==> src/rtl/ref_rail_sequencer.sv <==
// ref_rail_sequencer: powers reference rails up in ascending order and down in reverse; faults force all off.
// Optional ready-wait timeout is enabled by defining SEQ_READY_TIMEOUT_EN.
module ref_rail_sequencer #(
  parameter int NCH = 6,
  parameter int SETTLE_W = 8
`ifdef SEQ_READY_TIMEOUT_EN
  , parameter int TIMEOUT = 1023
`endif
) (
  input  logic                clk,
  input  logic                rst_n,
  input  logic                ena,
  input  logic                start,
  input  logic [SETTLE_W-1:0] settle_cycles,
  input  logic [NCH-1:0]      ch_mask,
  input  logic [NCH-1:0]      ch_ready,
  input  logic                fault_in,
  input  logic                fault_clr,
  output logic [NCH-1:0]      ch_en,
  output logic                busy,
  output logic                up_done,
  output logic                fault,
  output logic [2:0]          state
);
  localparam int IW = (NCH > 1) ? $clog2(NCH) : 1;
  typedef enum logic [2:0] {OFF = 3'd0, UP_EN = 3'd1, UP_WAIT = 3'd2, ON = 3'd3, DOWN = 3'd4, FAULT = 3'd5} state_t;
  function automatic logic [IW:0] lo_above(input logic [NCH-1:0] v, input int lim);
    logic [IW:0] r;
    r = '0;
    for (int k = NCH - 1; k >= 0; k--) if (v[k] && k > lim) r = {1'b1, IW'(k)};
    return r;
  endfunction
  function automatic logic [IW-1:0] hi_below(input logic [NCH-1:0] v, input int lim);
    logic [IW-1:0] r;
    r = '0;
    for (int k = 0; k < NCH; k++) if (v[k] && k < lim) r = IW'(k);
    return r;
  endfunction
  state_t              state_q, state_d;
  logic [IW-1:0]       idx_q, idx_d;
  logic [SETTLE_W-1:0] cnt_q, cnt_d;
  logic [NCH-1:0]      mask_q, mask_d, en_q, en_d;
  logic [NCH-1:0]      rdy_s1_q, rdy_s2_q;
  logic                flt_s1_q, flt_s2_q;
  logic                busy_q, up_done_q, fault_q;
  logic                go;
  logic [IW:0]         lo, nxt;
`ifdef SEQ_READY_TIMEOUT_EN
  localparam int TW = $clog2(TIMEOUT + 1);
  logic [TW-1:0]       wcnt_q, wcnt_d;
`endif
  always_comb begin
    go = start & ena;
    state_d = state_q;
    idx_d = idx_q;
    cnt_d = cnt_q;
    mask_d = mask_q;
    en_d = en_q;
`ifdef SEQ_READY_TIMEOUT_EN
    wcnt_d = '0;
`endif
    lo = lo_above(ch_mask, -1);
    nxt = lo_above(mask_q, int'(idx_q));
    if (flt_s2_q) begin
      state_d = FAULT;
      en_d = '0;
    end else if (!go && (state_q == UP_EN || state_q == UP_WAIT || state_q == ON)) begin
      state_d = DOWN;
      idx_d = hi_below(en_q, NCH);
      cnt_d = settle_cycles;
    end else begin
      case (state_q)
        OFF: if (go) begin
          mask_d = ch_mask;
          idx_d = lo[IW-1:0];
          state_d = lo[IW] ? UP_EN : ON;
        end
        UP_EN: begin
          en_d[idx_q] = 1'b1;
          cnt_d = settle_cycles;
          state_d = UP_WAIT;
        end
        UP_WAIT: begin
          cnt_d = (cnt_q == '0) ? cnt_q : cnt_q - 1'b1;
          if (cnt_q == '0 && rdy_s2_q[idx_q]) begin
            state_d = nxt[IW] ? UP_EN : ON;
            idx_d = nxt[IW] ? nxt[IW-1:0] : idx_q;
          end
`ifdef SEQ_READY_TIMEOUT_EN
          else if (wcnt_q == TW'(TIMEOUT - 1)) begin
            state_d = FAULT;
            en_d = '0;
          end else wcnt_d = wcnt_q + 1'b1;
`endif
        end
        DOWN: if (en_q == '0) begin
          state_d = OFF;
          idx_d = '0;
          cnt_d = '0;
        end else if (cnt_q == '0) begin
          en_d[idx_q] = 1'b0;
          cnt_d = settle_cycles;
          idx_d = hi_below(en_q, int'(idx_q));
        end else cnt_d = cnt_q - 1'b1;
        FAULT: if (fault_clr && !go) begin
          state_d = OFF;
          idx_d = '0;
          cnt_d = '0;
        end
        ON: ;
        default: state_d = OFF;
      endcase
    end
  end
  always_ff @(posedge clk or negedge rst_n) begin
    if (!rst_n) begin
      state_q <= OFF;
      idx_q <= '0;
      cnt_q <= '0;
      mask_q <= '0;
      en_q <= '0;
      rdy_s1_q <= '0;
      rdy_s2_q <= '0;
      flt_s1_q <= 1'b0;
      flt_s2_q <= 1'b0;
      busy_q <= 1'b0;
      up_done_q <= 1'b0;
      fault_q <= 1'b0;
`ifdef SEQ_READY_TIMEOUT_EN
      wcnt_q <= '0;
`endif
    end else begin
      state_q <= state_d;
      idx_q <= idx_d;
      cnt_q <= cnt_d;
      mask_q <= mask_d;
      en_q <= en_d;
      rdy_s1_q <= ch_ready;
      rdy_s2_q <= rdy_s1_q;
      flt_s1_q <= fault_in;
      flt_s2_q <= flt_s1_q;
      busy_q <= (state_d == UP_EN) || (state_d == UP_WAIT) || (state_d == DOWN);
      up_done_q <= state_d == ON;
      fault_q <= state_d == FAULT;
`ifdef SEQ_READY_TIMEOUT_EN
      wcnt_q <= wcnt_d;
`endif
    end
  end
  assign ch_en = en_q;
  assign busy = busy_q;
  assign up_done = up_done_q;
  assign fault = fault_q;
  assign state = state_q;
endmodule

==> config.mk <==
export PLATFORM = sky130hd
export DESIGN_NAME = ref_rail_sequencer
export DESIGN_NICKNAME = d
export VERILOG_FILES = /design/src/rtl/ref_rail_sequencer.sv
export SDC_FILE = /design/constraint.sdc
export NUM_CORES = 1
export LEC_CHECK = 0
export BUFFER_PORTS_ARGS = -buffer_cell sky130_fd_sc_hd__buf_4
export CAP_MARGIN = 20
export CORE_UTILIZATION = 56
export CTS_CLUSTER_SIZE = 24
export DETAILED_ROUTE_END_ITERATION = 8
export PLACE_DENSITY = 0.79
export SYNTH_ARGS = -nofsm -noshare
export SYNTH_HDL_FRONTEND = slang
export SYNTH_SLANG_ARGS = --single-unit
==> constraint.sdc <==
create_clock -name clk -period 2.4 [get_ports clk]
set_input_delay 0.36 -clock clk [delete_from_list [all_inputs] [get_ports clk]]
set_output_delay 0.36 -clock clk [all_outputs]
set_load 0.1 [all_outputs]
Word-level counts from Yosys, hierarchy flattened:

Index checks and enable logic that the tools add are counted.

* bits in registers: 43

* equality and inequality tests: 19
* reductions and logical operators: 29
* order comparisons: 12
* bitwise operators: 6
* mux-type cells: 53
* add/sub/neg operators: 1

Operator list (count)
* 2-to-1 mux 3 bit: 21
* 2-to-1 mux 4 bit: 11
* 2-to-1 mux 8 bit: 5
* case mux 8 bit (4 select lines): 1
* 2-to-1 mux 6 bit: 4
* case mux 3 bit (6 select lines): 1
* != test 3 bit (second input constant): 5
* logical AND 1 bit: 14
* == test 3 x 2 -> 1 bit (second input constant): 4
* == test 3 bit (second input constant): 4
* case mux 3 bit (4 select lines): 1
* case mux 6 bit (2 select lines): 1
* AND reduction 4 bit: 3
* nonzero test 5 bit: 2
* zero test 8 bit: 1
* subtractor 8 x 1 -> 8 bit (second input constant): 1
* AND reduction 7 bit: 1
* bitwise AND 6 bit: 1
* == test 3 x 1 -> 1 bit (second input constant): 2
* > comparator 2 x 3 -> 1 bit (first input constant): 2
* > comparator 3 bit (first input constant): 2
* zero test 6 bit: 1
* less-than comparator 2 x 3 -> 1 bit (first input constant): 2
* less-than comparator 3 bit (first input constant): 2
* 20 further kinds: 28

Longest topological paths before layout:

* depth in word-level cells: 15
* depth in mapped cells: 9
* depth with buffers taken out: 8

Worst setup path after synthesis:

OpenSTA, ideal clock, no wires.

* path type: register to register
* from: reg state_q[0], in the netlist state[0]
* to: reg idx_q[1]
* stages on the path, launching flop included: 7
* data required time: 2275 ps
* setup slack: -7 ps
* path buffers: 1
* arrival time: 2282 ps
* period minus slack after synthesis: 2407 ps
* cells stage by stage: dfrtp_1 > buf_2 > nor2_1 > nand3_1 > o21ai_0 > a221o_1 > mux2_4

* cells in the longest elaborated chain, start to end: 6
* elaborated cells between the ends (all ways): 18
* those cells by class: 10 x eq/ne; 2 x mux; 6 x reduce/logical

RTL lines
* start: declaration: line 39 `state_t state_q, state_d;`
* start signal: assignment: line 133 `state_q <= state_d;`
* == test 3 x 1 -> 1 bit or == test 3 x 2 -> 1 bit (tied branches): line 67, 72
* logical OR 1 bit (2 in a row): line 67 `end else if (!go && (state_q == UP_EN || state_q == UP_WAIT || state_q == ON)) begin`
* logical AND 1 bit: line 67
* != test 4 bit (no source line), or another cell as far along
* AND reduction 7 bit (no source line)
* end signal: assignment: line 134 `idx_q <= idx_d;`
* end: declaration: line 40 `logic [IW-1:0] idx_q, idx_d;`

Parallel ways exist; a longest one is shown, timed or not.
A chain may end at the register's enable or synchronous reset.

Final worst setup path:

* from: reg idx_q[1]
* to: reg idx_q[2]

* cells in the longest elaborated chain, start to end: 11
* elaborated cells between the ends (all ways): 36
* those cells by class: 8 x order compare; 2 x eq/ne; 16 x mux; 10 x reduce/logical

RTL lines
* > comparator 3 bit: line 30 `for (int k = NCH - 1; k >= 0; k--) if (v[k] && k > lim) r = {1'b1, IW'(k)};`
* logical AND 1 bit: line 30
* 2-to-1 mux 4 bit (5 in a row): line 30
* 2-to-1 mux 3 bit: line 87 `idx_d = nxt[IW] ? nxt[IW-1:0] : idx_q;`
* 2-to-1 mux 3 bit: line 85 `if (cnt_q == '0 && rdy_s2_q[idx_q]) begin`
* case mux 3 bit (4 select lines): line 72 `case (state_q)`
* 2-to-1 mux 3 bit: line 67

Parallel ways exist; a longest one is shown, timed or not. The select of a mux whose other input is x is not followed.

==> flow_summary.ini <==
[run_status]
status = complete, no violations

[floorplanning]
initial_core_util = 0.595
dieArea_mm2 = 0.00461
die_w_um = 67.9
core_mm2 = 0.00409
die_y_um = 67.9
rows = 23
ios = 38

[yosys]
synth_edf_count = 0
synthCells = 258
synth.yosys.seq_area_share = 0.432
yosysTopAreaCell = dfrtp_1
netlist.area_leader.share = 0.432
synth-adder-area-share = 0.00515
synthXorXnorAreaFrac = 0.00360
synth_seq_cells = 42
async_flop_share = 1.00
syn-num-nets = 285
yosys.area_share.simple = 0.229
synth_cell_types = 63
ys_warn_count = 0
synth_top_family_by_area = simple AND/OR/NAND/NOR gates
synth_area_mm2 = 0.00243
synth_compound_area_frac = 0.215
synth_area_leaders = dfrtp_1 (43%), nor2_1 (4.0%), o21ai_0 (3.7%)
synthMuxAreaShare = 0.0731
synthFlopType = dfrtp_1
synth_area_per_cell_um2 = 9.42

[clock_tree]
cts_resized = 0
cts.sinks = 42
ctsHoldBuffers = 0
clk_pin_slew_worst_paths_ns = 0.08
tritoncts = built
insertion_delay_ns = 0.30
cts_root_buf = clkbuf_8
htreeDepth = 2
numCtsBuffers = 5
clock_path_buffers = 2
postCtsSetupBuffers = 0

[flow_run]
cap_violations = 0

[finish]
fin_util = 0.696
drive_gt1_frac = 0.248
antenna_cells = 0
nFillCells = 354
design_area_mm2 = 0.00284
area_delta_synth_final_pct = 16.9
fin_nets = 324
seq_area_mm2 = 0.00105
multiInputGateArea_mm2 = 0.00128

[timing]
drv_slew = 0
setup_tns_ns = 0
layout_worst_path_cycle_share = 0.903
finalHoldViolCount = 0
slew_headroom = 0.497
finalCriticalPeriod_ns = 2.17
hold_ws_ns = 0.0322
rsz0062_at_grt = no
fmax_ghz = 0.461
worstMarginPinSlew_ns = 0.748
setup_ws_ns = 0.233
setup-violations-final = 0
finClkSkew_ns = 0.00646

[placed_design]
portBuffers = 37
dp_slack_ns = 0.296
place_area_mm2 = 0.00275
dpl.hpwl_um = 3970
gp_congestion = 0.882

[critical_path]
worstPathArrival_ns = 2.35
critPathLaunchType = flip-flop
end_kind = flip-flop
reg2reg_from = idx_q[1]
worstSetupPathType = reg -> reg
cp.required_ns = 2.59
path_max_fanout = 15
startpoint = idx_q[1]

[min_path]
hp-class = in -> async

[power_and_ir_drop]
p_switching_mw = 0.732
power_density_mw_per_mm2 = 692
ir_drop_uv = 426
intPower_mw = 1.24
pwr-share-clk = 0.231
p_sw_frac = 0.372
p_leak_nw = 1.29
share_comb_of_total_power = 0.316
power_frac_seq = 0.452

[drt]
dr.first_iter.drc_count = 186
route.detailed.drc = 0
via_per_inst = 6.14
ant_nets = 0
first_pass_iters = 5
totalWireLength_um = 5450
num_vias = 2138
wire_per_inst_um = 15.6

[grt]
grt_pass1_vias = 1955
grt_pass1_wl_um = 8860
grt_overflow = 0
grt_usage = 0.261
grt_max_degree = 43
antenna_found_initial = 0
==> cells in the final DEF, fill, tap and decap left out, drive strengths merged, types with 2 or more instances in the layout <==
master / count
nand4: 7
inv: 10
clkbuf: 5
a21o: 3
o21bai: 2
a22oi: 3
nor3: 6
dfrtp: 42
nand3: 3
nor4: 5
nor3b: 3
a211oi: 2
and3: 2
or3: 2
clkinv: 2
or4: 2
a21boi: 2
a32oi: 4
nand3b: 4
mux2: 8
buf: 43
or3b: 2
o22ai: 4
o31ai: 2
a31oi: 2
nand2b: 6
a21oi: 17
nor2b: 4
mux2i: 8
and2: 2
o21ai: 25
nor2: 26
nand2: 21
==> final timing paths <==
path	endpoint	slack (ns)	cells after the start
min in group clk	rdy_s1_q[5]	0.17	1
worst max register to register	idx_q[2]	0.23	6
max in group asynchronous	state[0]	1.99	1
worst min-delay path	rdy_s2_q[0]	0.03	1
worst min register to register	rdy_s2_q[4]	0.35	0
worst max-delay path	idx_q[2]	0.23	6
==> layer usage <==
layer | global-route usage | routed length, um
met1 | 0.354 | 2500
met2 | 0.405 | 2460
met3 | 0.0483 | 337
met4 | 0.120 | 153
met5 | 0 | 0
==> Yosys cell counts (all sizes together), types with 4 or more instances <==
library cell and number:
a32oi 4, nor3 6, nand3b 4, nand2 21, inv 10, mux2 8
mux2i 8, nor2b 4, buf 7, dfrtp 42, a21oi 17, o21ai 25
nand2b 6, nand4 7, nor2 26, nor4 5, clkbuf 4, o22ai 4
==> area by class of cell <==
cell class,count,area share
tap,50,0.0220
timing repair buffer,43,0.114
clock buffer,5,0.0242
sequential,42,0.370
multi-input combinational,195,0.449
inverter,10,0.0132
clock inverter,3,0.00748
==> worst max-delay path, stage by stage, from the launching register on <==
cell	delay [ns]
dfrtp_1	0.61
nor2b_1	0.09
o21a_1	0.19
or4_1	0.50
a31oi_1	0.20
or3_4	0.18
mux2_4	0.30
==> state kept, by name, indices dropped and copies added (netlist names) <==
register,count
up_done,1
state,3
fault,1
rdy_s1_q,6
rdy_s2_q,6
flt_s1_q,1
cnt_q,8
busy,1
flt_s2_q,1
mask_q,5
ch_en,6
idx_q,3
==> power by group through the flow <==
stage	Combinational [mW]	Sequential (mW)	Clock (mW)
detailed placement	0.614	0.902	0
finish	0.622	0.891	0.456
global placement	0.608	0.897	0
global route	0.687	0.904	0.486
CTS	0.619	0.888	0.463
floorplan	0.384	0.962	0
==> cells by family after synthesis <==
family	after synthesis
simple gates	100
buf+inv	21
compound gates	77
flops	42
xor+xnor	1
mux	16
fa+ha+maj	1
==> per-stage QoR <==
stage	total power [mW]	cells
global route	2.08	348
detailed placement	1.52	340
global placement	1.51	340
floorplan	1.35	258
finish	1.97	348
CTS	1.97	348
Power figures use the tool's default switching activity.
